**src/rtl/uart_pkg.sv**
```systemverilog
// rtl/uart_pkg.sv - shared types and constants for the uart_fifo_core transceiver
//
// Purpose: parity mode encoding, TX/RX state enums, oversampling constants
//          and a parity helper shared by the core and its sub-modules.
// Ports:   none (package).
package uart_pkg;

  typedef enum logic [1:0] {
    PAR_NONE = 2'b00,
    PAR_EVEN = 2'b01,
    PAR_ODD  = 2'b10
  } parity_mode_e;

  typedef enum logic [2:0] {
    TX_IDLE,
    TX_START,
    TX_DATA,
    TX_PARITY,
    TX_STOP
  } tx_state_e;

  typedef enum logic [2:0] {
    RX_IDLE,
    RX_START,
    RX_DATA,
    RX_PARITY,
    RX_STOP
  } rx_state_e;

  localparam int         OVERSAMPLE = 16;
  localparam logic [3:0] MID_SAMPLE = 4'd7;
  localparam logic [3:0] TICK_LAST  = 4'(OVERSAMPLE - 1);

  // Mode 2'b11 is deliberately treated like PAR_NONE.
  function automatic logic parity_enabled(input logic [1:0] mode);
    return (mode == PAR_EVEN) || (mode == PAR_ODD);
  endfunction

endpackage

```
**src/rtl/uart_sync_fifo.sv**
```systemverilog
// rtl/uart_sync_fifo.sv - first-word fall-through synchronous FIFO
//
// Purpose: small FWFT queue; the head is visible on rdata_o while not empty
//          and the last popped head is held when the FIFO drains.
// Ports:   clk, rst_n (async, active-low)
//          push_i/wdata_i  write side; a push while full is ignored unless
//                          a pop happens in the same cycle
//          pop_i           pops the head (ignored when empty)
//          rdata_o         head entry (or last head when empty)
//          full_o, empty_o status
module uart_sync_fifo #(
  parameter int WIDTH = 10,
  parameter int DEPTH = 4
) (
  input  logic             clk,
  input  logic             rst_n,
  input  logic             push_i,
  input  logic             pop_i,
  input  logic [WIDTH-1:0] wdata_i,
  output logic [WIDTH-1:0] rdata_o,
  output logic             full_o,
  output logic             empty_o
);

  localparam int AW = $clog2(DEPTH);

  // Pointers carry one extra wrap bit above the index.
  logic [AW:0]      wr_ptr_q, wr_ptr_d;
  logic [AW:0]      rd_ptr_q, rd_ptr_d;
  logic [WIDTH-1:0] mem_q [DEPTH];
  logic [WIDTH-1:0] last_q;
  logic [WIDTH-1:0] head;
  logic             do_push, do_pop;

  assign empty_o = (wr_ptr_q == rd_ptr_q);
  assign full_o  = (wr_ptr_q[AW] != rd_ptr_q[AW]) &&
                   (wr_ptr_q[AW-1:0] == rd_ptr_q[AW-1:0]);

  assign do_pop  = pop_i && !empty_o;
  // A pop in the same cycle frees the slot, so the push may land at full.
  assign do_push = push_i && (!full_o || do_pop);

  assign head    = mem_q[rd_ptr_q[AW-1:0]];
  assign rdata_o = empty_o ? last_q : head;

  always_comb begin
    wr_ptr_d = wr_ptr_q;
    rd_ptr_d = rd_ptr_q;
    if (do_push) wr_ptr_d = wr_ptr_q + (AW+1)'(1);
    if (do_pop)  rd_ptr_d = rd_ptr_q + (AW+1)'(1);
  end

  always_ff @(posedge clk or negedge rst_n) begin
    if (!rst_n) begin
      wr_ptr_q <= '0;
      rd_ptr_q <= '0;
      last_q   <= '0;
    end else begin
      wr_ptr_q <= wr_ptr_d;
      rd_ptr_q <= rd_ptr_d;
      // Shadow of the head so the output holds once the queue empties.
      if (!empty_o) last_q <= head;
    end
  end

  always_ff @(posedge clk) begin
    if (do_push) mem_q[wr_ptr_q[AW-1:0]] <= wdata_i;
  end

endmodule

```
**src/rtl/uart_fifo_core.sv**
```systemverilog
// rtl/uart_fifo_core.sv - 16x-oversampled UART transceiver with buffered RX
//
// Purpose: UART with a single-character TX holding register and an RX FIFO
//          storing per-character parity/framing error flags.
// Optional: UART_LOOPBACK_EN adds input 'loopback' routing internal tx into
//           the receiver while holding the tx pin at 1.
// Ports:   mclkx16 (16x baud clock), reset (async, active-low)
//          paritymode  00 none, 01 even, 10 odd, 11 none
//          rx, tx      serial lines, idle high
//          read        active-low pop; rxrdy, dataout, parityerr,
//                      framingerr show the FIFO head; overrun sticky drop flag
//          write       active-low load of datain; txrdy holding register free
module uart_fifo_core
  import uart_pkg::*;
#(
  parameter int DATA_BITS = 8,
  parameter int STOP_BITS = 1,
  parameter int RX_DEPTH  = 4
) (
  input  logic                 mclkx16,
  input  logic                 reset,
  input  logic [1:0]           paritymode,
  input  logic                 rx,
  input  logic                 read,
  output logic                 rxrdy,
  output logic [DATA_BITS-1:0] dataout,
  output logic                 parityerr,
  output logic                 framingerr,
  output logic                 overrun,
  input  logic                 write,
  input  logic [DATA_BITS-1:0] datain,
  output logic                 txrdy,
`ifdef UART_LOOPBACK_EN
  input  logic                 loopback,
`endif
  output logic                 tx
);

  // ---------------------------------------------------------------- TX
  tx_state_e            tx_state_q;
  logic [3:0]           tx_tick_q;
  logic [2:0]           tx_bit_q;
  logic                 tx_stop_q;
  logic [DATA_BITS-1:0] tx_shift_q;
  logic                 tx_par_q;
  logic                 tx_paren_q;
  logic                 tx_q;
  logic                 txrdy_q;
  logic                 tx_last_stop;
  logic                 tx_accept;

  assign tx_last_stop = (tx_state_q == TX_STOP) && (tx_tick_q == TICK_LAST) &&
                        (tx_stop_q == 1'(STOP_BITS - 1));
  // A held write chains the next frame straight after the final stop bit.
  assign tx_accept    = !write && ((tx_state_q == TX_IDLE) || tx_last_stop);

  always_ff @(posedge mclkx16 or negedge reset) begin
    if (!reset) begin
      tx_state_q <= TX_IDLE;
      tx_tick_q  <= '0;
      tx_bit_q   <= '0;
      tx_stop_q  <= 1'b0;
      tx_shift_q <= '0;
      tx_par_q   <= 1'b0;
      tx_paren_q <= 1'b0;
      tx_q       <= 1'b1;
      txrdy_q    <= 1'b1;
    end else if (tx_accept) begin
      tx_state_q <= TX_START;
      tx_tick_q  <= '0;
      tx_shift_q <= datain;
      tx_par_q   <= (^datain) ^ (paritymode == PAR_ODD);
      tx_paren_q <= parity_enabled(paritymode);
      tx_q       <= 1'b0;
      txrdy_q    <= 1'b0;
    end else if (tx_state_q != TX_IDLE) begin
      tx_tick_q <= tx_tick_q + 4'd1;
      if (tx_tick_q == TICK_LAST) begin
        case (tx_state_q)
          TX_START: begin
            tx_state_q <= TX_DATA;
            tx_bit_q   <= '0;
            tx_q       <= tx_shift_q[0];
          end
          TX_DATA: begin
            if (tx_bit_q == 3'(DATA_BITS - 1)) begin
              tx_state_q <= tx_paren_q ? TX_PARITY : TX_STOP;
              tx_q       <= tx_paren_q ? tx_par_q : 1'b1;
              tx_stop_q  <= 1'b0;
            end else begin
              tx_bit_q   <= tx_bit_q + 3'd1;
              tx_shift_q <= tx_shift_q >> 1;
              tx_q       <= tx_shift_q[1];
            end
          end
          TX_PARITY: begin
            tx_state_q <= TX_STOP;
            tx_q       <= 1'b1;
            tx_stop_q  <= 1'b0;
          end
          TX_STOP: begin
            if (tx_stop_q == 1'(STOP_BITS - 1)) begin
              tx_state_q <= TX_IDLE;
              txrdy_q    <= 1'b1;
            end else begin
              tx_stop_q <= tx_stop_q + 1'b1;
            end
          end
          default: tx_state_q <= TX_IDLE;
        endcase
      end
    end
  end

  assign txrdy = txrdy_q;

  // ---------------------------------------------------------------- line routing
  logic rx_src;
`ifdef UART_LOOPBACK_EN
  assign rx_src = loopback ? tx_q : rx;
  assign tx     = loopback ? 1'b1 : tx_q;
`else
  assign rx_src = rx;
  assign tx     = tx_q;
`endif

  // ---------------------------------------------------------------- RX
  rx_state_e            rx_state_q;
  logic                 rx_s1_q, rx_s2_q, rx_prev_q;
  logic [3:0]           rx_tick_q;
  logic [2:0]           rx_bit_q;
  logic [DATA_BITS-1:0] rx_shift_q;
  logic [1:0]           rx_pmode_q;
  logic                 rx_perr_q;
  logic                 rx_sample;
  logic                 rx_push;

  // The tick counter free-runs once a frame starts, so every bit is sampled
  // exactly 16 ticks after the previous one.
  assign rx_sample = (rx_tick_q == MID_SAMPLE);
  assign rx_push   = (rx_state_q == RX_STOP) && rx_sample;

  always_ff @(posedge mclkx16 or negedge reset) begin
    if (!reset) begin
      rx_s1_q    <= 1'b1;
      rx_s2_q    <= 1'b1;
      rx_prev_q  <= 1'b1;
      rx_state_q <= RX_IDLE;
      rx_tick_q  <= '0;
      rx_bit_q   <= '0;
      rx_shift_q <= '0;
      rx_pmode_q <= PAR_NONE;
      rx_perr_q  <= 1'b0;
    end else begin
      rx_s1_q   <= rx_src;
      rx_s2_q   <= rx_s1_q;
      rx_prev_q <= rx_s2_q;
      // Edge detection also provides re-arming after a framing error: a
      // line stuck low never produces a new falling edge.
      if (rx_state_q == RX_IDLE) begin
        if (rx_prev_q && !rx_s2_q) begin
          rx_state_q <= RX_START;
          rx_tick_q  <= '0;
          rx_pmode_q <= paritymode;
          rx_perr_q  <= 1'b0;
        end
      end else begin
        rx_tick_q <= rx_tick_q + 4'd1;
        if (rx_sample) begin
          case (rx_state_q)
            RX_START: begin
              rx_state_q <= rx_s2_q ? RX_IDLE : RX_DATA;
              rx_bit_q   <= '0;
            end
            RX_DATA: begin
              rx_shift_q <= {rx_s2_q, rx_shift_q[DATA_BITS-1:1]};
              if (rx_bit_q == 3'(DATA_BITS - 1))
                rx_state_q <= parity_enabled(rx_pmode_q) ? RX_PARITY : RX_STOP;
              else
                rx_bit_q <= rx_bit_q + 3'd1;
            end
            RX_PARITY: begin
              rx_perr_q  <= rx_s2_q ^ (^rx_shift_q) ^ (rx_pmode_q == PAR_ODD);
              rx_state_q <= RX_STOP;
            end
            default: rx_state_q <= RX_IDLE;
          endcase
        end
      end
    end
  end

  // ---------------------------------------------------------------- RX FIFO
  logic [DATA_BITS+1:0] fifo_rdata;
  logic                 fifo_full, fifo_empty;
  logic                 fifo_pop;

  assign fifo_pop = !read && !fifo_empty;

  uart_sync_fifo #(
    .WIDTH(DATA_BITS + 2),
    .DEPTH(RX_DEPTH)
  ) u_rx_fifo (
    .clk    (mclkx16),
    .rst_n  (reset),
    .push_i (rx_push),
    .pop_i  (fifo_pop),
    .wdata_i({rx_shift_q, rx_perr_q, !rx_s2_q}),
    .rdata_o(fifo_rdata),
    .full_o (fifo_full),
    .empty_o(fifo_empty)
  );

  logic overrun_q;

  always_ff @(posedge mclkx16 or negedge reset) begin
    if (!reset)
      overrun_q <= 1'b0;
    else if (fifo_pop)
      overrun_q <= 1'b0;
    else if (rx_push && fifo_full)
      overrun_q <= 1'b1;
  end

  assign rxrdy                              = !fifo_empty;
  assign {dataout, parityerr, framingerr}   = fifo_rdata;
  assign overrun                            = overrun_q;

endmodule

```
**config.mk**
```make
export PLATFORM = sky130hd
export DESIGN_NAME = uart_fifo_core
export DESIGN_NICKNAME = d
export VERILOG_FILES = /design/src/rtl/uart_pkg.sv /design/src/rtl/uart_sync_fifo.sv /design/src/rtl/uart_fifo_core.sv
export SDC_FILE = /design/constraint.sdc
export NUM_CORES = 1
export LEC_CHECK = 0
export BUFFER_PORTS_ARGS = -buffer_cell sky130_fd_sc_hd__buf_4
export CAP_MARGIN = 10
export CELL_PAD_IN_SITES_DETAIL_PLACEMENT = 2
export CELL_PAD_IN_SITES_GLOBAL_PLACEMENT = 2
export CORE_ASPECT_RATIO = 1.4
export CORE_MARGIN = 5
export CORE_UTILIZATION = 44
export DETAILED_ROUTE_END_ITERATION = 8
export PLACE_DENSITY = 0.85
export SLEW_MARGIN = 25
export SYNTH_ARGS = -nofsm -noshare
export SYNTH_HDL_FRONTEND = slang
export SYNTH_HIERARCHICAL = 1
export SYNTH_SLANG_ARGS = --single-unit
```
**constraint.sdc**
```tcl
create_clock -name mclkx16 -period 2.9 [get_ports mclkx16]
set_clock_uncertainty 0.2 [all_clocks]
set_input_delay 0.58 -clock mclkx16 [delete_from_list [all_inputs] [get_ports mclkx16]]
set_output_delay 0.58 -clock mclkx16 [all_outputs]
set_load 0.05 [all_outputs]
```
==> results of run 1 <==
==> cell type report <==
class	instances	area, µm²
repair buffers	40	339.1
fillers	1018	5187
multi-input cells	208	1914
flip-flops and latches	103	2790
clock buffers	10	239.0
inverters	13	48.80
well taps	141	176.4
clock inverters	6	58.81
==> cells by family (layout without fill, tap and decap cells) <==
logic type | after synthesis | in the layout | synth area share, %
and+or+nand+nor | 70 | 70 | 7.957
buffers and inverters | 24 | 69 | 2.337
DFF | 103 | 103 | 58.43
muxes | 53 | 53 | 16.02
xor gates and xnor gates | 25 | 25 | 5.173
adders and majority gates | 13 | 13 | 3.414
AOI/OAI and AO/OA | 47 | 47 | 6.670
==> repair_timing <==
action / in CTS / in global routing
hold buffers: 0 / 0
setup buffers: 1 / 2
gates resized for setup: 8 / 13
pin swaps: 1 / 2
setup endpoints to repair: 20 / 33
cloned: 0 / 0
==> metal layers <==
layer | track usage (%) | share of wire (%)
met1 | 20.72 | 40
met2 | 32.42 | 56
met3 | 3.562 | 2.2
met4 | 5.851 | 1.8
met5 | 0 | 0
==> metrics by stage <==
stage                     cell area [µm²]  setup TNS, ns
after global placement               5156              0
after CTS                            5499              0
after floorplan                      4765              0
after detailed placement             5156              0
after global routing                 5567       -0.01096
final                                5567              0
==> where the power goes <==
part           leakage [nW]  internal (W)  switching [W]
combinational          1.03       0.00106        0.00128
sequential             1.13       0.00185       0.000304
clock                 0.144      0.000689       0.000531
==> sequential cells by signal (all words and copies together), names as in the netlist <==
name,cells
tx_par_q,1
rx_s1_q,1
rx_perr_q,1
tx_state_q,3
rx_s2_q,1
u_rx_fifo/wr_ptr_q,3
txrdy,1
u_rx_fifo/rd_ptr_q,3
overrun,1
tx_tick_q,4
tx_paren_q,1
rx_shift_q,8
u_rx_fifo/mem_q,40
tx_bit_q,3
rx_tick_q,4
tx_shift_q,8
rx_pmode_q,2
tx,1
rx_state_q,3
u_rx_fifo/last_q,10
rx_bit_q,3
rx_prev_q,1
==> synth_stat cells (2+ instances only) <==
cell and instances:
sky130_fd_sc_hd__o31ai_1 2, sky130_fd_sc_hd__mux2_2 22, sky130_fd_sc_hd__nand2b_1 6, sky130_fd_sc_hd__o21ai_0 21, sky130_fd_sc_hd__ha_1 13, sky130_fd_sc_hd__a21oi_1 2
sky130_fd_sc_hd__nand3_1 5, sky130_fd_sc_hd__dfstp_2 5, sky130_fd_sc_hd__mux2_4 16, sky130_fd_sc_hd__a21oi_2 2, sky130_fd_sc_hd__xor2_1 7, sky130_fd_sc_hd__inv_1 13
sky130_fd_sc_hd__a22o_1 3, sky130_fd_sc_hd__o31a_1 2, sky130_fd_sc_hd__or3_1 2, sky130_fd_sc_hd__mux2i_1 5, sky130_fd_sc_hd__nor2_1 15, sky130_fd_sc_hd__mux4_2 10
sky130_fd_sc_hd__a211oi_1 2, sky130_fd_sc_hd__buf_2 2, sky130_fd_sc_hd__nor3_1 6, sky130_fd_sc_hd__clkbuf_1 6, sky130_fd_sc_hd__nand2_1 19, sky130_fd_sc_hd__xnor3_1 2
sky130_fd_sc_hd__buf_6 2, sky130_fd_sc_hd__xnor2_1 16, sky130_fd_sc_hd__and3_1 5, sky130_fd_sc_hd__edfxtp_1 40, sky130_fd_sc_hd__a22oi_1 2, sky130_fd_sc_hd__a21o_1 2
sky130_fd_sc_hd__o22ai_1 2, sky130_fd_sc_hd__nand4_1 2, sky130_fd_sc_hd__dfrtp_1 58
==> how the worst min path moves through the flow <==
stage               startpoint                  end  slack, ns
floorplan                reset              overrun       0.08
global placement       rx_s1_q              rx_s2_q       0.15
detailed placement     rx_s1_q              rx_s2_q       0.15
CTS                         rx              rx_s1_q       0.13
global route                rx              rx_s1_q       0.12
finish                   reset  u_rx_fifo/last_q[8]       0.12
==> worst max-delay path: cells and delay by family (launching register included) <==
family        cells  cell delay (ns)
flops             1             0.45
simple gates      1             0.41
buf+inv           2             0.35
mux               1             0.30
xor+xnor          1             0.20
==> results, run 1 <==
- The flow ran to the end, and the final reports show no timing, DRC or antenna violations.
- In this run the tool buffered the top-level ports with 28 buffer cells.
- The stage delay of the slowest cell on the critical path is roughly 0.45 ns.
- The endpoint required time on the critical path is 2.12 ns.
- In the layout the commonest cells are sky130_fd_sc_hd__dfrtp_1, sky130_fd_sc_hd__edfxtp_1, sky130_fd_sc_hd__buf_4.
- The maximum vdd drop is 0.3822 mV.
- The number of optimization iterations in the first detailed-route pass is 4.
- The first global-routing pass estimated approximately 18,000 µm of wire.
- Leaving out fill and tap cells, the most frequent cell in the layout is sky130_fd_sc_hd__dfrtp_1.
- Routability-driven placement finished with a final weighted congestion of 0.7438.
- After detailed routing, the average wire length per cell comes to approximately 21 µm.
- The initial antenna violation count is 0.
- The die span in x is slightly below 100 µm.
- The total global routing overflow is 0.
- The critical path is of the flop to output port type.
- STA classifies the critical path endpoint as an output port.
- The async set-reset flop share out of synthesis is 61.17%.
- Cells fill between 50% and 60% of the core in the end.
- The warning count from the yosys run is 6.
- Among all flip-flop cells after synthesis, the most frequent one is sky130_fd_sc_hd__dfrtp_1.
- STA classifies the critical path startpoint as a flop.
- Of the cells placed in the final design, the portion with a size suffix greater than 1 is 32.89%.
- The number of global-route vias before repair is about 3,300.
- The routed design could run at a clock period as short as around 2.8 ns.
- The final layout contains routed wiring with a total length of between 10,000 and 15,000 µm.
- The worst relative slew slack is a little over two fifths.
- The actual transition at the worst max-transition pin is 0.8500 ns.
- Clock-pin slew was measured on the worst setup and hold paths at around 0.07 ns.
- The number of hold-slack violations in the final timing report was 0.
- The total power draw is around 0.0057 W.
- The region available for standard cell placement spans around 0.011 mm².
- The share of the synthesized area in the top cell type is ~30%.
- For this design the ratio of total power to cell area is 1027 mW/mm².
- The largest fanout on the critical path is 10.
- Counting every net in the synthesized netlist gives ~360.
- Including well taps, the total number of placed cells is 502.
- After detailed routing, the number of vias per cell comes to around 5.4.
- Counting flops with a built-in enable in the synthesized netlist gives 40.
- The HPWL after detailed placement is between 7000 and 8000 µm.
- After synthesis the cells add up to 0.004765 mm².
- The global-route usage over all layers is 17.77%.
- The synthesized area divided by synthesized cell count is approximately 14 µm².
- Prior to clock tree synthesis, the placed netlist has a worst setup slack of 0.004746 ns.
- In this run the clock root is driven by a sky130_fd_sc_hd__clkbuf_16.
- CTS built an H-tree with a depth of 3.
- For this design, the slowest cell found on the critical path is sky130_fd_sc_hd__dfrtp_2.
- The tool flagged a number of max-cap violations equal to 0.
- The die is roughly 130 µm tall.
- The routed layout has between 2,000 and 3,000 vias.
- The number of top-level pins is 29.
- For the worst-skew pair, the clock arrives at the later sink with an insertion delay of 0.35 ns.
- The type of the worst min-delay path is input pin to asynchronous set/reset pin.
- Once the floorplan was initialized, standard cells occupied roughly 44% of the core.
- The area growth from synthesis to layout is 16.83%.
- The filler-free cell count of the finished design is roughly 520.
- The number of pins with negative max-slew slack in the final report is 0.
- The startpoint of the worst-slack reg-to-reg timing path is u_rx_fifo/wr_ptr_q[1].
- The worst register-to-register path ends at u_rx_fifo/mem_q[1][4].
- The detailed router finished its first iteration with 67 violations.
- The signal arrival time at the worst endpoint is 2.07 ns.
- The number of standard cells after synthesis is 335.
- The distinct cell type count of the synthesized netlist is 51.
- The antenna violation net count after detailed routing is 0.
- The number of buffers on the longest clock path is 2.
- After detailed routing, the number of remaining DRC violations is 0.
- The last element of the critical path is dataout[2].
- The die area is about 0.013 mm².
- The origin of the worst setup path is u_rx_fifo/wr_ptr_q[1].
- The analysis attributes to cell leakage a power of roughly 2.3 nW.
- The TritonCTS sink count is 103.
- After the last flow step, the layout net total stands at 403.
- The post-synthesis sequential element count is about 100.
- Of all cell types, the one taking the most synthesized area is sky130_fd_sc_hd__dfrtp_1.
- The share of the Yosys chip area taken by registers is slightly below 60%.
- Buffers inserted during clock tree synthesis total 9.
- The number of failing setup endpoints in the final timing report is 0.
- Across all setup checks in the final design, the least slack found is roughly 0.052 ns.
- Timing would allow up to about 0.35 GHz.
- The share of the clock period used by the worst path after layout is around 100%.
- The number of placement rows is 45.
- In the post-synthesis netlist, the biggest area contributors are sky130_fd_sc_hd__dfrtp_1, sky130_fd_sc_hd__edfxtp_1, sky130_fd_sc_hd__mux2_2.
- The internal reg-to-reg setup slack is about 0.07 ns.
- The CTS tree is built.
- Entering global routing, the biggest net connects between 60 and 70 pins.
- Hold is met by roughly 0.12 ns.
- The antenna diode instance count is 0.
- Walking the worst path, the cells encountered are xor2_4, or3_4, buf_12, mux2_4, buf_4.
- The worst register-to-register path has a depth of 6.
Note: power is estimated with default switching activity, not from simulation.
==> run 2: changes to the inputs <==
--- a/config.mk
+++ b/config.mk
@@ -5,6 +5,7 @@
 export SDC_FILE = /design/constraint.sdc
 export NUM_CORES = 1
 export LEC_CHECK = 0
+export ABC_CLOCK_PERIOD_IN_PS = 2900
 export BUFFER_PORTS_ARGS = -buffer_cell sky130_fd_sc_hd__buf_4
 export CAP_MARGIN = 10
 export CELL_PAD_IN_SITES_DETAIL_PLACEMENT = 2
@@ -14,6 +15,7 @@
 export CORE_UTILIZATION = 44
 export DETAILED_ROUTE_END_ITERATION = 8
 export PLACE_DENSITY = 0.85
+export SETUP_SLACK_MARGIN = 0.3
 export SLEW_MARGIN = 25
 export SYNTH_ARGS = -nofsm -noshare
 export SYNTH_HDL_FRONTEND = slang
==> run 2 against run 1 <==
Compared with the run above: global-route usage hardly changed; combinational power up 3%; sequential power is essentially flat; critical path depth is the same; core utilization grew 0.30 points; die area is the same; flip-flop and latch count is the same; maximum frequency rose by 1.0%; non-clock buffer count up 4; critical path type unchanged; highest routed layer unchanged.
==> results, run 2 (synthesis gave the netlist of run 1 again) <==
- The DRC violations left is 0 (unchanged).
- The type of element launching the critical path is a flop (unchanged).
- The global-route usage over all layers is 17.82% (was 17.77%).
- The maximum vdd drop came to 0.4543 mV (was 0.3822 mV).
- The origin of the worst setup path is u_rx_fifo/rd_ptr_q[0] (was u_rx_fifo/wr_ptr_q[1]).
- The final wirelength came to 11,060 µm (was 10,790 µm).
- The maximum number of pins on one net before global-route repair is 64 (unchanged).
- The number of placement rows was 45 (unchanged).
- The number of top-level pins is 29 (unchanged).
- The startpoint of the worst-slack reg-to-reg timing path is u_rx_fifo/rd_ptr_q[0] (was u_rx_fifo/wr_ptr_q[1]).
- The number of H-tree levels is 3 (unchanged).
- The actual transition at the worst max-transition pin was 0.8404 ns (was 0.8500 ns).
- The endpoint required time on the critical path was 2.12 ns (about the same).
- The die span in x is 97.95 µm (unchanged).
- The most common cell after layout, fill and taps aside is sky130_fd_sc_hd__dfrtp_1 (unchanged).
- The number of hold-slack violations in the final timing report is 0 (unchanged).
- The cell total after placement is 503 (was 502).
- The number of optimization iterations in the first detailed-route pass is 4 (unchanged).
- The static leakage is 2.332 nW (was 2.304 nW).
- The mean routed wirelength per cell came to 21.07 µm (was 20.70 µm).
- The filler-free cell count of the finished design is 525 (was 521).
- The share of cells above drive strength 1 is 33.85% (was 32.89%).
- The number of failing setup endpoints in the final timing report is 0 (unchanged).
- The number of buffers on the longest clock path is 2 (unchanged).
- The first-pass GRT wire length is 18,140 µm (was 18,090 µm).
- The CTS tree was built (unchanged).
- The routed via count divided by cell count was 5.450 (was 5.426).
- The type of the worst setup path is flop to output port (unchanged).
- The area growth from synthesis to layout is 17.52% (was 16.83%).
- The number of nets in the finished design was 407 (was 403).
- The TritonCTS sink count is 103 (unchanged).
- The flip-flop count of the largest register after layout is 40 (unchanged).
- The clock latency of the later-clocked register in the worst-skew pair is 0.34 ns (was 0.35 ns).
- The initial core utilization came to 44.30% (unchanged).
- The count of port buffers added during placement is 28 (unchanged).
- The initial antenna violation count was 0 (unchanged).
- The standard cell core area is 0.01075 mm² (unchanged).
- The total power draw is 0.005762 W (was 0.005715 W).
- Setup repair after global routing could not meet its margin everywhere.
- The total global routing overflow came to 0 (unchanged).
- The clock-pin slew on the worst setup and hold paths is 0.07 ns (about the same).
- The shortest clock period the worst path allows after layout is 2.819 ns (was 2.848 ns).
- The endpoint class of the critical path is an output port (unchanged).
- Run status: finished, final reports clean (unchanged).
- The max-cap check violation count is 0 (unchanged).
- The antenna violation net count after detailed routing is 0 (unchanged).
- The root cell of the clock tree is sky130_fd_sc_hd__clkbuf_16 (unchanged).
- Most frequent cells in the layout: sky130_fd_sc_hd__dfrtp_1, sky130_fd_sc_hd__edfxtp_1, sky130_fd_sc_hd__buf_4 (unchanged).
- The HPWL after detailed placement is 7604 µm (was 7531 µm).
- The share of the clock period used by the worst path after layout is 97.20% (was 98.22%).
- The antenna diode instance count is 0 (unchanged).
- The DRC violation total after the first TritonRoute iteration is 94 (was 67).
- The type of the worst min-delay path is input pin to asynchronous set/reset pin (unchanged).
- The final RePlAce weighted congestion was 0.7533 (was 0.7438).
- The signal arrival time at the worst endpoint is 2.04 ns (was 2.07 ns).
- The combined area of the multi-input logic cells is 0.001907 mm² (was 0.001914 mm²).
- The storage element area is 0.002788 mm² (was 0.002790 mm²).
- The worst relative slew slack was 43.98% (was 43.34%).
- The number of pins with negative max-slew slack in the final report came to 0 (unchanged).
- The number of fillers in the final layout is 1,009 (was 1,018).
- The vertical die dimension is 133.1 µm (unchanged).
- The largest fanout on the critical path is 10 (unchanged).
- The number of vias in the routed layout is 2,861 (was 2,827).
- The power per unit of standard cell area is 1029 mW/mm² (was 1027 mW/mm²).
- The maximum operating frequency is 0.3548 GHz (was 0.3511 GHz).
- The number of clock buffers inserted by TritonCTS is 9 (unchanged).
- The number of global-route vias before repair is 3,249 (was 3,338).
- The die area was 0.01304 mm² (unchanged).
[run 2: changes by cell type in the layout (fill, tap and decap cells not counted), sizes merged]
cell | previous run | this run
inv | 14 | 15
clkinvlp | 1 | 0
clkbuf | 10 | 9
clkinv | 3 | 4
buf | 40 | 44
[run 2: per-stage QoR]
step | setup TNS, ns | hold slack [ns] | utilization [%] | cell area (µm²) | worst slack (ns)
3_5_place_dp | 0 | 0.1503 | 48.05 | 5167 | 0.1498
6_report | 0 | 0.1274 | 52.07 | 5599 | 0.08114
3_3_place_gp | 0 | 0.1474 | 48.05 | 5167 | 0.3224
4_1_cts | 0 | 0.1281 | 51.86 | 5577 | 0.08588
5_1_grt | -0.1934 | 0.1323 | 52.07 | 5599 | -0.02140
2_1_floorplan | 0 | 0.08441 | - | 4768 | 0.2866
[run 2: final timing paths]
path	end	slack, ns	cells after the start
hold / removal	u_rx_fifo/last_q[1]	0.13	1
max in group asynchronous	u_rx_fifo/rd_ptr_q[1]	1.77	1
setup / recovery	framingerr	0.08	5
min in group mclkx16	rx_s1_q	0.15	1
setup reg to reg	u_rx_fifo/mem_q[3][6]	0.11	6
hold reg to reg	rx_s2_q	0.16	0
[run 2: layout make-up]
class / count / area share [%]
flip-flops and latches: 103 / 49.79
clock inverters: 7 / 1.251
clock buffers: 9 / 4.022
repair buffers: 44 / 6.860
multi-input cells: 208 / 34.06
inverters: 13 / 0.8715
well taps: 141 / 3.151
[run 2: worst max-delay path: stages (launching register included)]
cell and delay [ns]:
sky130_fd_sc_hd__dfrtp_1 0.43, sky130_fd_sc_hd__xor2_1 0.21, sky130_fd_sc_hd__or3_4 0.42, sky130_fd_sc_hd__buf_12 0.16, sky130_fd_sc_hd__mux2_4 0.32, sky130_fd_sc_hd__buf_6 0.16
[run 2: per-layer routing]
layer / part of all wire [%] / up-vias / global-route usage (%)
met1: 38 / 1510 / 19.72
met2: 59 / 34 / 34.09
li1: - / 1310 / -
met5: 0 / - / 0
met4: 0.97 / 0 / 5.158
met3: 2.0 / 7 / 3.457
[run 2: what timing repair did]
action | 4_1_cts | 5_1_grt
pin swaps | 1 | 4
setup endpoints to repair | 51 | 51
resized for setup | 22 | 2
hold buffers | 0 | 0
setup buffers | 4 | 2
[run 2: power breakdown]
group / switching (W) / total (W) / internal (W)
combinational: 0.00131 / 0.00241 / 0.00110
clock: 0.000537 / 0.00121 / 0.000671
sequential: 0.000288 / 0.00214 / 0.00185
==> run 3: changes to the inputs <==
--- a/config.mk
+++ b/config.mk
@@ -10,9 +10,8 @@
 export CAP_MARGIN = 10
 export CELL_PAD_IN_SITES_DETAIL_PLACEMENT = 2
 export CELL_PAD_IN_SITES_GLOBAL_PLACEMENT = 2
-export CORE_ASPECT_RATIO = 1.4
-export CORE_MARGIN = 5
 export CORE_UTILIZATION = 44
+export CTS_CLUSTER_DIAMETER = 30
 export DETAILED_ROUTE_END_ITERATION = 8
 export PLACE_DENSITY = 0.85
 export SETUP_SLACK_MARGIN = 0.3
==> run 3 against run 2 <==
Compared with the run above: core utilization increased by 2.1 points; sequential share of layout area decreased by 0.34 points; die area down 14%; wire length increased by 2.7%; critical path type unchanged; design area rose by 0.74%.
==> results, run 3 (synthesis gave the netlist of run 1 again) <==
- Run status: finished, final reports clean (unchanged).
- The number of global-route vias before repair is 3,267 (was 3,249).
- The total power draw is 0.005810 W (was 0.005762 W).
- The number of placement rows is 37 (was 45).
- The die area came to 0.01125 mm² (was 0.01304 mm²).
- The CTS tree was built (unchanged).
- The final wirelength is 11,360 µm (was 11,060 µm).
- The summed area of non-filler cells in the final layout is 0.005640 mm² (was 0.005599 mm²).
- The number of H-tree levels was 3 (unchanged).
- The critical path's slowest cell is sky130_fd_sc_hd__or3_4 (was sky130_fd_sc_hd__dfrtp_1).
- The mean routed wirelength per cell was 21.47 µm (was 21.07 µm).
- The type of element launching the critical path is a flop (unchanged).
- The initial core utilization is 45.74% (was 44.30%).
- Chain of cells forming the critical path: xor2_1, or3_4, buf_12, mux2_4, buf_6 (unchanged).
- The number of fillers in the final layout was 967 (was 1,009).
- The endpoint required time on the critical path is 2.12 ns (about the same).
- The first-pass GRT wire length is 18,160 µm (was 18,140 µm).
- The worst relative slew slack was 43.40% (was 43.98%).
- The shortest clock period the worst path allows after layout is 2.884 ns (was 2.819 ns).
- The die span in x is 106.1 µm (was 97.95 µm).
- The met3 routed wirelength is 340 µm (was 224 µm).
- The total global routing overflow is 0 (unchanged).
- The maximum vdd drop is 0.5955 mV (was 0.4543 mV).
- The antenna violation net count after detailed routing is 0 (unchanged).
- The static leakage is 2.344 nW (was 2.332 nW).
- The DRC violation total after the first TritonRoute iteration is 92 (was 94).
- The endpoint class of the critical path is an output port (unchanged).
- The antenna diode instance count came to 0 (unchanged).
- The largest fanout on the critical path came to 5 (was 10).
- The area growth from synthesis to layout is 18.38% (was 17.52%).
- The global-route usage over all layers is 22.07% (was 17.82%).
- The number of buffers on the longest clock path came to 2 (unchanged).
- The HPWL after detailed placement is 7647 µm (was 7604 µm).
- The maximum number of pins on one net before global-route repair was 64 (unchanged).
- The topmost layer with routed signal wires is met4 (unchanged).
- The DRC violations left came to 0 (unchanged).
- RSZ-0062 raised after global routing: yes (unchanged).
- The type of the worst setup path is flop to output port (unchanged).
- The number of vias in the routed layout is 2,917 (was 2,861).
- The most common cell after layout, fill and taps aside is sky130_fd_sc_hd__dfrtp_1 (unchanged).
- Most frequent cells in the layout: sky130_fd_sc_hd__dfrtp_1, sky130_fd_sc_hd__buf_4, sky130_fd_sc_hd__edfxtp_1 (was sky130_fd_sc_hd__dfrtp_1, sky130_fd_sc_hd__edfxtp_1, sky130_fd_sc_hd__buf_4).
- The actual transition at the worst max-transition pin is 0.8490 ns (was 0.8404 ns).
- The instance area after placement is 0.005154 mm² (was 0.005167 mm²).
- The hold-fix buffer count after cts is 0 (unchanged).
- The sum of negative setup slack is 0 ns (unchanged).
- The clock-pin slew on the worst setup and hold paths is 0.10 ns (was 0.07 ns).
- The final RePlAce weighted congestion is 0.7485 (was 0.7533).
- The internal reg-to-reg setup slack is 0.32 ns (was 0.11 ns).
- The root cell of the clock tree is sky130_fd_sc_hd__clkbuf_8 (was sky130_fd_sc_hd__clkbuf_16).
- The number of top-level pins was 29 (unchanged).
- The number of failing setup endpoints in the final timing report was 0 (unchanged).
- The TritonCTS sink count was 103 (unchanged).
- The wire length on met1 is 4601 µm (was 4155 µm).
- The max-cap check violation count is 0 (unchanged).
- The standard cell core area came to 0.01042 mm² (was 0.01075 mm²).
- The number of hold-slack violations in the final timing report is 0 (unchanged).
- The count of port buffers added during placement came to 28 (unchanged).
- The number of optimization iterations in the first detailed-route pass is 4 (unchanged).
- The signal arrival time at the worst endpoint came to 2.10 ns (was 2.04 ns).
- The number of clock buffers inserted by TritonCTS was 9 (unchanged).
- The routed via count divided by cell count is 5.514 (was 5.450).
- The vertical die dimension is 106.1 µm (was 133.1 µm).
- The flip-flop count of the largest register after layout is 40 (unchanged).
- The type of the worst min-delay path was input pin to asynchronous set/reset pin (unchanged).
- The number of nets in the finished design was 416 (was 407).
- The maximum operating frequency is 0.3468 GHz (was 0.3548 GHz).
- The initial antenna violation count is 0 (unchanged).
- The final-layout worst hold slack is 0.09747 ns (was 0.1274 ns).
- The power per unit of standard cell area is 1030 mW/mm² (was 1029 mW/mm²).
- The cell total after placement is 497 (was 503).
- The share of cells above drive strength 1 is 36.64% (was 33.85%).
- The detailed-routed wire length on met2 is 6234 µm (was 6576 µm).
- The share of the clock period used by the worst path after layout is 99.43% (was 97.20%).
- The number of pins with negative max-slew slack in the final report came to 0 (unchanged).
- The clock latency of the later-clocked register in the worst-skew pair was 0.37 ns (was 0.34 ns).
- The stage delay of the slowest cell on the critical path came to 0.46 ns (was 0.43 ns).
- The filler-free cell count of the finished design is 529 (was 525).
run 3: metrics by stage:
stage / utilization, % / setup slack [ns]
floorplan: - / 0.2866
global route: 54.15 / -0.04051
global placement: 49.48 / 0.3203
detailed placement: 49.48 / 0.06572
finish: 54.15 / 0.01647
CTS: 53.50 / -0.005429
run 3: worst paths after layout:
kind | start | endpoint | depth (start not counted)
worst max-delay path | u_rx_fifo/rd_ptr_q[2] | dataout[0] | 5
worst max register to register | u_rx_fifo/rd_ptr_q[2] | u_rx_fifo/mem_q[0][8] | 6
min in group mclkx16 | rx | rx_s1_q | 1
worst min register to register | rx_s1_q | rx_s2_q | 0
max in group asynchronous | reset | u_rx_fifo/wr_ptr_q[1] | 1
worst min-delay path | reset | u_rx_fifo/last_q[3] | 1
run 3: area by class of cell:
| class | instances | area, µm² | area share, % |
|---|---|---|---|
| clock inverters | 6 | 50.05 | 0.8873 |
| inverters | 13 | 48.80 | 0.8651 |
| clock buffers | 10 | 137.6 | 2.440 |
| flip-flops and latches | 103 | 2789 | 49.45 |
| well taps | 136 | 170.2 | 3.017 |
| multi-input cells | 208 | 1936 | 34.32 |
| repair buffers | 53 | 509.2 | 9.028 |
run 3: worst max-delay path: cells and delay by family (launching register included):
family                    cells  cell delay, ns
buffers and inverters         2            0.32
muxes                         1            0.32
DFF                           1            0.42
and+or+nand+nor               1            0.46
xor gates and xnor gates      1            0.20
run 3: where the power goes:
group	switching [W]	leakage, nW	internal [W]
registers	0.000321	1.13	0.00185
clock network	0.000513	0.0952	0.000348
logic	0.00142	1.12	0.00136
total	0.00225	2.34	0.00356
run 3: routing by layer:
metal,vias up,GRT usage [%]
met2,54,40.85
li1,1332,-
met4,0,6.647
met1,1520,25.21
met3,11,5.089
met5,-,0
run 3: timing repair:
item                                    4_1_cts  5_1_grt
gates cloned                                  1        0
endpoints found under the setup margin       51       51
pin swaps                                     0        2
buffers inserted                              9        6
gates resized for setup                      35        5
